## config.mk

```make
export PLATFORM = sky130hd
export DESIGN_NAME = obstacle_pool
export DESIGN_NICKNAME = d
export VERILOG_FILES = /design/src/rtl/obstacle_pool.sv
export SDC_FILE = /design/constraint.sdc
export NUM_CORES = 1
export LEC_CHECK = 0
export CAP_MARGIN = 40
export CORE_ASPECT_RATIO = 1.25
export CORE_UTILIZATION = 60
export CTS_CLUSTER_DIAMETER = 150
export CTS_CLUSTER_SIZE = 12
export DETAILED_ROUTE_END_ITERATION = 7
export PLACE_DENSITY = 0.87
export SETUP_SLACK_MARGIN = 0.05
export SLEW_MARGIN = 20
export SYNTH_ARGS = -nofsm -noshare
export SYNTH_HDL_FRONTEND = slang
export SYNTH_SLANG_ARGS = --single-unit
```

## constraint.sdc

```tcl
create_clock -name pclk -period 17.5 [get_ports pclk]
set_input_delay 3.5 -clock pclk [delete_from_list [all_inputs] [get_ports pclk]]
set_output_delay 3.5 -clock pclk [all_outputs]
set_load 0.005 [all_outputs]
```

## src/rtl/obstacle_pool.sv

```systemverilog
// N-slot obstacle engine for the runner game: scroll, spawn, despawn/score and player collision,
// sequenced once per frame. Define OBSTACLE_AIRBORNE_EN to make the top type a flyer and add slot_y.
module obstacle_pool #(
    parameter int N_SLOTS     = 4,
    parameter int X_W         = 12,
    parameter int TYPE_W      = 2,
    parameter int SPAWN_X     = 640,
    parameter int DESPAWN_X   = -48,
    parameter int MIN_GAP     = 200,
    parameter int GAP_BITS    = 8,
    parameter int GROUND_Y    = 350,
    parameter int BASE_SPEED  = 4,
    parameter int SPEED_SHIFT = 4,
    parameter int MAX_SPEED   = 12,
    parameter logic [8*(1<<TYPE_W)-1:0] TYPE_WID_VEC = {8'd31, 8'd18, 8'd27, 8'd27},
    parameter logic [8*(1<<TYPE_W)-1:0] TYPE_HGT_VEC = {8'd20, 8'd17, 8'd15, 8'd15}
) (
    input  logic                       pclk,
    input  logic                       rst_n,
    input  logic                       frame_tick,
    input  logic                       run,
    input  logic                       clear,
    input  logic [15:0]                rand_in,
    input  logic [9:0]                 px,
    input  logic [9:0]                 py,
    input  logic [5:0]                 pw,
    input  logic [5:0]                 ph,
    output logic [N_SLOTS-1:0]         slot_active,
    output logic [N_SLOTS*X_W-1:0]     slot_x,
    output logic [N_SLOTS*TYPE_W-1:0]  slot_type,
`ifdef OBSTACLE_AIRBORNE_EN
    output logic [N_SLOTS*10-1:0]      slot_y,
`endif
    output logic [15:0]                score,
    output logic [4:0]                 speed,
    output logic                       collision,
    output logic [2:0]                 hit_slot,
    output logic                       frame_done,
    output logic                       overrun,
    output logic [2:0]                 dbg_state
);

    localparam int IW = $clog2(N_SLOTS);
    localparam int NT = 1 << TYPE_W;

    // frame_tick is a start strobe, accepted only in S_IDLE with run high; each accepted
    // tick yields exactly one frame_done pulse; ticks arriving while busy only set overrun.
    typedef enum logic [2:0] {S_IDLE, S_MOVE, S_SPAWN, S_CHECK, S_DONE} state_t;

    state_t                    state_q;
    logic [N_SLOTS-1:0]        slot_active_q;
    logic signed [X_W-1:0]     slot_x_q    [N_SLOTS];
    logic [TYPE_W-1:0]         slot_type_q [N_SLOTS];
    logic [15:0]               score_q;
    logic [4:0]                speed_q;
    logic                      collision_q;
    logic [2:0]                hit_slot_q;
    logic                      frame_done_q;
    logic                      overrun_q;
    logic [IW-1:0]             last_idx_q;
    logic [GAP_BITS-1:0]       gap_offset_q;
    logic [IW-1:0]             chk_idx_q;
    logic [N_SLOTS-1:0]        hit_vec_q;

    logic signed [X_W-1:0]     moved_x_d [N_SLOTS];
    logic [N_SLOTS-1:0]        moved_active_d;
    logic [3:0]                despawn_cnt;
    logic [16:0]               score_sum;
    logic [15:0]               score_d;
    logic [16:0]               speed_full;
    logic [4:0]                speed_d;
    logic [IW-1:0]             cand_idx;
    logic                      do_spawn;
    logic [7:0]                chk_w;
    logic [7:0]                chk_h;
    int                        chk_bot;
    int                        chk_x;
    logic                      hit_now;
    logic [2:0]                first_hit;
    logic                      unused_rand;

    assign unused_rand = ^rand_in;

    // Scroll step: despawned slots keep their final x so the renderer sees where they left.
    always_comb begin
        despawn_cnt = 4'd0;
        for (int i = 0; i < N_SLOTS; i++) begin
            moved_x_d[i]      = slot_x_q[i];
            moved_active_d[i] = slot_active_q[i];
            if (slot_active_q[i]) begin
                moved_x_d[i] = slot_x_q[i] - X_W'(speed_q);
                if (int'(moved_x_d[i]) < DESPAWN_X) begin
                    moved_active_d[i] = 1'b0;
                    despawn_cnt       = despawn_cnt + 4'd1;
                end
            end
        end
        score_sum  = {1'b0, score_q} + {13'd0, despawn_cnt};
        score_d    = score_sum[16] ? 16'hFFFF : score_sum[15:0];
        speed_full = 17'(score_d >> SPEED_SHIFT) + 17'(BASE_SPEED);
        speed_d    = (speed_full > 17'(MAX_SPEED)) ? 5'(MAX_SPEED) : speed_full[4:0];
    end

    always_comb begin
        cand_idx = (last_idx_q == IW'(N_SLOTS - 1)) ? '0 : last_idx_q + IW'(1);
        do_spawn = (!slot_active_q[last_idx_q] ||
                    (int'(slot_x_q[last_idx_q]) <= SPAWN_X - MIN_GAP - int'(gap_offset_q)))
                   && !slot_active_q[cand_idx];
    end

    always_comb begin
        chk_w   = 8'd0;
        chk_h   = 8'd0;
        chk_bot = GROUND_Y;
        for (int t = 0; t < NT; t++) begin
            if (slot_type_q[chk_idx_q] == TYPE_W'(t)) begin
                chk_w = TYPE_WID_VEC[8*t +: 8];
                chk_h = TYPE_HGT_VEC[8*t +: 8];
            end
        end
`ifdef OBSTACLE_AIRBORNE_EN
        if (slot_type_q[chk_idx_q] == TYPE_W'(NT - 1))
            chk_bot = GROUND_Y - 24;
`endif
        chk_x   = int'(slot_x_q[chk_idx_q]);
        hit_now = slot_active_q[chk_idx_q]
                  && (chk_x < int'(px) + int'(pw))
                  && (int'(px) < chk_x + int'(chk_w))
                  && (chk_bot - int'(chk_h) < int'(py) + int'(ph))
                  && (int'(py) < chk_bot);
    end

    always_comb begin
        first_hit = 3'd0;
        for (int i = N_SLOTS - 1; i >= 0; i--)
            if (hit_vec_q[i]) first_hit = 3'(i);
    end

    always_ff @(posedge pclk or negedge rst_n) begin
        if (!rst_n) begin
            state_q       <= S_IDLE;
            slot_active_q <= '0;
            for (int i = 0; i < N_SLOTS; i++) begin
                slot_x_q[i]    <= '0;
                slot_type_q[i] <= '0;
            end
            score_q       <= '0;
            speed_q       <= 5'(BASE_SPEED);
            collision_q   <= 1'b0;
            hit_slot_q    <= '0;
            frame_done_q  <= 1'b0;
            overrun_q     <= 1'b0;
            last_idx_q    <= IW'(N_SLOTS - 1);
            gap_offset_q  <= '0;
            chk_idx_q     <= '0;
            hit_vec_q     <= '0;
        end else if (clear) begin
            state_q       <= S_IDLE;
            slot_active_q <= '0;
            for (int i = 0; i < N_SLOTS; i++) begin
                slot_x_q[i]    <= '0;
                slot_type_q[i] <= '0;
            end
            score_q       <= '0;
            speed_q       <= 5'(BASE_SPEED);
            collision_q   <= 1'b0;
            hit_slot_q    <= '0;
            frame_done_q  <= 1'b0;
            overrun_q     <= 1'b0;
            last_idx_q    <= IW'(N_SLOTS - 1);
            gap_offset_q  <= '0;
            chk_idx_q     <= '0;
            hit_vec_q     <= '0;
        end else begin
            frame_done_q <= 1'b0;
            if (frame_tick && state_q != S_IDLE)
                overrun_q <= 1'b1;
            case (state_q)
                S_IDLE: begin
                    if (frame_tick && run)
                        state_q <= S_MOVE;
                end
                S_MOVE: begin
                    for (int i = 0; i < N_SLOTS; i++)
                        slot_x_q[i] <= moved_x_d[i];
                    slot_active_q <= moved_active_d;
                    score_q       <= score_d;
                    speed_q       <= speed_d;
                    state_q       <= S_SPAWN;
                end
                S_SPAWN: begin
                    if (do_spawn) begin
                        slot_x_q[cand_idx]      <= X_W'(SPAWN_X);
                        slot_type_q[cand_idx]   <= rand_in[TYPE_W-1:0];
                        slot_active_q[cand_idx] <= 1'b1;
                        last_idx_q              <= cand_idx;
                        gap_offset_q            <= rand_in[GAP_BITS+7:8];
                    end
                    chk_idx_q <= '0;
                    hit_vec_q <= '0;
                    state_q   <= S_CHECK;
                end
                S_CHECK: begin
                    hit_vec_q[chk_idx_q] <= hit_now;
                    if (chk_idx_q == IW'(N_SLOTS - 1))
                        state_q <= S_DONE;
                    else
                        chk_idx_q <= chk_idx_q + IW'(1);
                end
                S_DONE: begin
                    collision_q  <= |hit_vec_q;
                    hit_slot_q   <= first_hit;
                    frame_done_q <= 1'b1;
                    state_q      <= S_IDLE;
                end
                default: state_q <= S_IDLE;
            endcase
        end
    end

    for (genvar g = 0; g < N_SLOTS; g++) begin : g_pack
        assign slot_x[g*X_W +: X_W]          = slot_x_q[g];
        assign slot_type[g*TYPE_W +: TYPE_W] = slot_type_q[g];
`ifdef OBSTACLE_AIRBORNE_EN
        assign slot_y[g*10 +: 10] = (slot_type_q[g] == TYPE_W'(NT - 1)) ? 10'(GROUND_Y - 24)
                                                                        : 10'(GROUND_Y);
`endif
    end

    assign slot_active = slot_active_q;
    assign score       = score_q;
    assign speed       = speed_q;
    assign collision   = collision_q;
    assign hit_slot    = hit_slot_q;
    assign frame_done  = frame_done_q;
    assign overrun     = overrun_q;
    assign dbg_state   = state_q;

endmodule

```

==> run metrics, run 1 <==
Core Footprint 15,600 µm²; hold buffers post-CTS 0; Seq/Total Area, Yosys between 20% and 30%; worst hold slack 503 ps; synth top area cells dfrtp_1 27%, ha_1 12%, nor2_1 4.4%; CP Max Fanout 6; die area between 15,000 and 20,000 µm²; ys async rst share 100%; Unique masters post-synth 88; Worst Setup End Kind flip-flop; CP dominant cell by count ha_1; layout net count 1,352; Peak supply drop 0.0461 mV; Setup Viol. Count Final 0; Die H 143 µm; # DRC 0; worst hold endpoint overrun; Die Wd around 120 µm; final worst path period share 47.3%; combinational power share 23.3%; total congestion overflow 0; vias in the first global route around 9,000; DR vias a little over 9,000; Slew @ Worst Pin 809 ps; outcome complete, no violations; hold depth 2; fin crit period 8270 ps; Flop pwr share between 40% and 50%; Post-synth EDFFs 0; Total Wirelength approximately 28 mm; r2r setup slk a little over 9000 ps; routed vias/inst between 6 and 7; most common cell after layout, fill and taps aside clkdlybuf4s50_1; Netlist Area Pre-Place 9590 µm²; Max Clock Freq 121 MHz; worst-case reg-to-reg path depth 32; clock sink count 105; layout cells sized above 1 under 10%; Final ANT Viol Nets 0; Pleak 5.06 nW; Clock power frac ~34%; CTS tree done; Core Rows 51; CTS Buf Count 9; DRT iter0 DRCs 688; CP max stage cell dfrtp_1; Area growth syn-to-layout 19.4%; worst r2r src speed[0]; largest net degree at the start of global routing 76; initial antenna violation count 0; clock root cell clkbuf_16; critical setup path kind flip-flop to flip-flop; RSZ-0062 raised after global routing false; gr usage total 35.8%; Min-Delay Path Class flip-flop to flip-flop; Pint 426 µW; crit path DAT 8570 ps; clk buf depth 2; Top FF cell, synth dfrtp_1; Pwr Total 618 µW; Initial Util ~60%; Mapped Cells 1,080; Max Slew Vio Count 0; top cell type's share of synthesized area around a quarter; Setup TNS 0 ps; Reg clk slew, reported paths 70 ps; insertion delay to the later sink of the worst-skew pair 360 ps; Max H-tree Level 3; Post-Route Skew 8.57 ps; wire length of the first global-routing pass 45.9 mm; Final Hold Viols 0; post-CTS sizing 0; net switching power approximately 190 µW; post-synth top area cell dfrtp_1; router iterations before antenna repair 5; # Max-Cap Violations 0; Switching Share around 31%; P per Cell Area 53.9 nW/µm²; Rel. slew slack a little under half; HPWL after DPL around 21 mm; Yosys reg bits 105; Worst Path Required 17,800 ps; Avg Inst Size Synth about 9 µm²; number of I/O pins roughly 140; leading cell types in the layout, fill and taps excluded 133 x clkdlybuf4s50_1, 112 x nor2_1, 102 x dfrtp_1, 89 x ha_1, 88 x nand2_1; max incr delay on CP 620 ps; # diodes 0; post-CTS setup buffer count 0; PortBufs 135; reg2reg end speed[0]; HP Start overrun; Startpoint Class flip-flop; Final GP Congestion 0.998; Warnings, synthesis 0; routed len/inst 20.0 µm
[registers in the layout, indices dropped and copies added (netlist names)]
register / cells
slot_type: 8
dbg_state: 3
hit_vec_q: 4
speed: 5
overrun: 1
slot_active: 4
slot_x: 48
collision: 1
chk_idx_q: 2
score: 16
frame_done: 1
hit_slot: 2
gap_offset_q: 8
last_idx_q: 2
[power groups by stage]
stage	sequential [mW]	combinational [mW]	clock, mW
4_1_cts	0.261	0.141	0.215
3_3_place_gp	0.265	0.134	0
3_5_place_dp	0.266	0.140	0
6_report	0.261	0.144	0.213
2_1_floorplan	0.260	0.0931	0
5_1_grt	0.263	0.160	0.224
[worst max-delay path: cells and delay by family, from the launching register on]
kind                       cells  cell delay (ps)
adders and majority gates      7             2090
and+or+nand+nor                9             2250
muxes                          2              570
AOI/OAI and AO/OA              8             1860
buffers and inverters          2              130
xor gates and xnor gates       4              670
DFF                            1              620
[synthesized netlist by cell type, drive strengths merged (11+ instances only)]
master,number
buf,20
inv,55
a211oi,16
nor2,112
o21ai,67
a22o,11
dfrtp,102
a21o,16
xor2,30
nand2,88
xnor2,25
mux4,25
o21a,11
a311oi,11
nor3,38
a31oi,24
nand3,23
clkbuf,20
o211ai,11
a21oi,75
ha,89
mux2i,29
[stage by stage]
stage	util [%]	setup slack (ps)	instance area, µm²	instances
floorplan	-	10330	9620	1086
global placement	70.7	9450	11100	1399
detailed placement	71.1	9310	11100	1402
CTS	73.1	9280	11400	1418
global route	73.2	8760	11400	1419
finish	73.2	9230	11400	1419
[kinds of logic after synthesis]
logic type / count (synthesis) / synth area share [%]
AND/OR/NAND/NOR: 350 / 17.6
AO/OA/AOI/OAI: 315 / 22.0
flip-flops: 105 / 27.4
adder cells (fa/ha/maj): 97 / 13.3
buffers and inverters: 96 / 4.51
multiplexers: 60 / 9.99
XOR/XNOR: 55 / 5.02
other: 2 / 0.0783
[cell type report]
type / instances / area, µm²
Clock buffer: 10 / 229
Clock inverter: 6 / 75.1
Fill cell: 1139 / 4180
Inverter: 55 / 206
Multi-Input combinational cell: 885 / 6560
Sequential cell: 105 / 2630
Tap cell: 212 / 265
Timing Repair Buffer: 146 / 1490
[how the worst max path moves through the flow]
stage / depth (start not counted) / from / slack [ps] / to
4_1_cts: 32 / speed[0] / 9280 / speed[0]
3_5_place_dp: 32 / speed[0] / 9310 / speed[0]
2_1_floorplan: 33 / slot_x[12] / 10330 / speed[3]
6_report: 32 / speed[0] / 9230 / speed[0]
5_1_grt: 32 / speed[0] / 8760 / speed[0]
3_3_place_gp: 32 / speed[0] / 9450 / speed[1]
[routing by layer]
layer	vias to the layer above	routed length (µm)	GRT usage, %
met2	516	13500	58.3
met1	4415	10500	42.6
met5	-	0	0
li1	4276	-	-
met3	133	2550	8.06
met4	0	1810	23.1
Power figures use the tool's default switching activity.
==> inputs of run 2 (changes only) <==
--- a/config.mk
+++ b/config.mk
@@ -7,11 +7,11 @@
 export LEC_CHECK = 0
 export CAP_MARGIN = 40
 export CORE_ASPECT_RATIO = 1.25
-export CORE_UTILIZATION = 60
+export CORE_UTILIZATION = 56
 export CTS_CLUSTER_DIAMETER = 150
 export CTS_CLUSTER_SIZE = 12
 export DETAILED_ROUTE_END_ITERATION = 7
-export PLACE_DENSITY = 0.87
+export PLACE_DENSITY = 0.82
 export SETUP_SLACK_MARGIN = 0.05
 export SLEW_MARGIN = 20
 export SYNTH_ARGS = -nofsm -noshare
==> constraint.sdc (replaced) <==
create_clock -name pclk -period 7.7 [get_ports pclk]
set_input_delay 1.54 -clock pclk [delete_from_list [all_inputs] [get_ports pclk]]
set_output_delay 1.54 -clock pclk [all_outputs]
set_load 0.005 [all_outputs]
==> run metrics, run 2 (same netlist as run 1, synthesis figures left out) <==
CTS Buf Count 9 (unchanged); Reg clk slew, reported paths 80 ps (about the same); Peak supply drop 0.0909 mV (+97%); leading cell types in the layout, fill and taps excluded 133 x clkdlybuf4s50_1, 111 x nor2_1, 102 x dfrtp_1, 89 x ha_1, 88 x nand2_1; worst r2r src speed[1]; DRT iter0 DRCs 696 (+1.2%); insertion delay to the later sink of the worst-skew pair 350 ps (about the same); # diodes 0 (unchanged); critical setup path kind flip-flop to flip-flop; outcome complete, no violations; Setup TNS 0 ps (unchanged); Largest register FFs 48 (unchanged); CP max stage cell or4_1; Max Slew Vio Count 0 (unchanged); Final WS setup 472 ps (-8760 ps); Pwr Total 1.37 mW (+120%); max incr delay on CP 490 ps (-130 ps); Min-Delay Path Class flip-flop to flip-flop; final worst path period share 93.9% (+47 points); Pleak 5.11 nW (+1.1%); Initial Util 57.2% (-4.2 points); total congestion overflow 0 (unchanged); router iterations before antenna repair 6 (+1); wire length of the first global-routing pass 45.1 mm (-1.7%); Final Hold Viols 0 (unchanged); placed cells 1,421 (+1.4%); clock root cell clkbuf_16; Final GP Congestion 0.970 (-2.8%); # Max-Cap Violations 0 (unchanged); crit path DAT 7520 ps (-1050 ps); Total Wirelength 28.0 mm (-1.4%); P per Cell Area 119 nW/µm² (+120%); gr usage total 32.2% (-3.6 points); PortBufs 135 (unchanged); # DRC 0 (unchanged); met3 Usage GRT 4.56% (-3.5 points); die area 17,700 µm² (+7.0%); final core occ 68.8% (-4.4 points); met1 GRT Util 38.8% (-3.8 points); FF+latch area 2630 µm² (unchanged); largest net degree at the start of global routing 76 (unchanged); CP Capture Point speed[1]; Post-Route Skew 8.94 ps (+0.369 ps); hold buffers post-CTS 0 (unchanged); CP Max Fanout 4 (-2); Rel. slew slack 43.2% (-2.5 points); reg2reg end speed[1]; Max Clock Freq 138 MHz (+14%); Worst Setup End Kind flip-flop; most common cell after layout, fill and taps aside clkdlybuf4s50_1; RSZ-0062 raised after global routing false; Area growth syn-to-layout 20.4%; fin cells 1,441 (+1.6%); clock sink count 105 (unchanged); Post-Layout Inst Area 11,500 µm² (+0.86%); Worst Path Required 8000 ps (-9800 ps); met2 Use GR 54.5% (-3.8 points); CP startpoint speed[1]; Slew @ Worst Pin 852 ps (+43.5 ps); DR vias 9,229 (-1.2%); initial antenna violation count 0 (unchanged); Die Wd 119 µm (+3.4%); Die H 148 µm (+3.5%); clk buf depth 2 (unchanged); r2r setup slk 470 ps (-8760 ps); Core Footprint 16,800 µm² (+7.3%); CP dominant cell by count ha_1; number of fill cells in the layout 1,328 (+17%); fin crit period 7230 ps (-1040 ps); HP Start overrun; worst hold slack 508 ps (+4.99 ps); busiest layer in global routing met2; vias in the first global route 9,013 (-0.35%); multi-input combinational cell area 6580 µm² (+0.42%); Final ANT Viol Nets 0 (unchanged); Setup Viol. Count Final 0 (unchanged); Max H-tree Level 3 (unchanged); HPWL after DPL 21.0 mm (+0.60%); worst-case reg-to-reg path depth 32 (unchanged); dpl cell area 11,200 µm² (+0.65%); CTS tree done; number of I/O pins 143 (unchanged); layout net count 1,366 (+1.0%); pre-CTS WS 239 ps (-9070 ps); routed vias/inst 6.40 (-2.7%); layout cells sized above 1 8.11% (+1.7 points); routed len/inst 19.4 µm (-2.9%); Startpoint Class flip-flop; Core Rows 53 (+3.9%)
-- run 2: repair_timing --
item | 4_1_cts | 5_1_grt
setup endpoints to repair | 0 | 4
gates resized for setup | 0 | 7
buffers inserted | 0 | 3
-- run 2: power breakdown --
group          total (mW)  leakage, nW  switching, mW  internal, mW
sequential          0.593         1.45         0.0294         0.564
combinational       0.320         3.52          0.177         0.143
clock               0.455        0.141          0.222         0.233
total                1.37         5.11          0.429         0.940
-- run 2: layout make-up --
type,instances,area share (%)
Tap cell,220,2.38
Clock buffer,10,2.07
Inverter,55,1.82
Multi-Input combinational cell,885,57.0
Sequential cell,105,22.8
Clock inverter,6,0.433
Timing Repair Buffer,160,13.5
-- run 2: worst max-delay path, delay by kind of cell, from the launching register on --
kind | cells | cell delay (ps)
buffers and inverters | 3 | 450
AO/OA/AOI/OAI | 8 | 1470
adder cells (fa/ha/maj) | 6 | 1840
flip-flops | 1 | 430
XOR/XNOR | 4 | 640
multiplexers | 2 | 550
AND/OR/NAND/NOR | 9 | 1790
-- run 2: routing by layer --
metal  up-vias  routed length [µm]
met5         -                   0
li1       4300                   -
met1      4400               10800
met4         0                1580
met2       423               13400
met3       106                2230
-- run 2: worst min-delay path by stage --
stage,endpoint,cells after the start
after floorplan,overrun,2
after global placement,overrun,2
after global routing,overrun,2
final,overrun,2
after CTS,overrun,2
after detailed placement,overrun,2
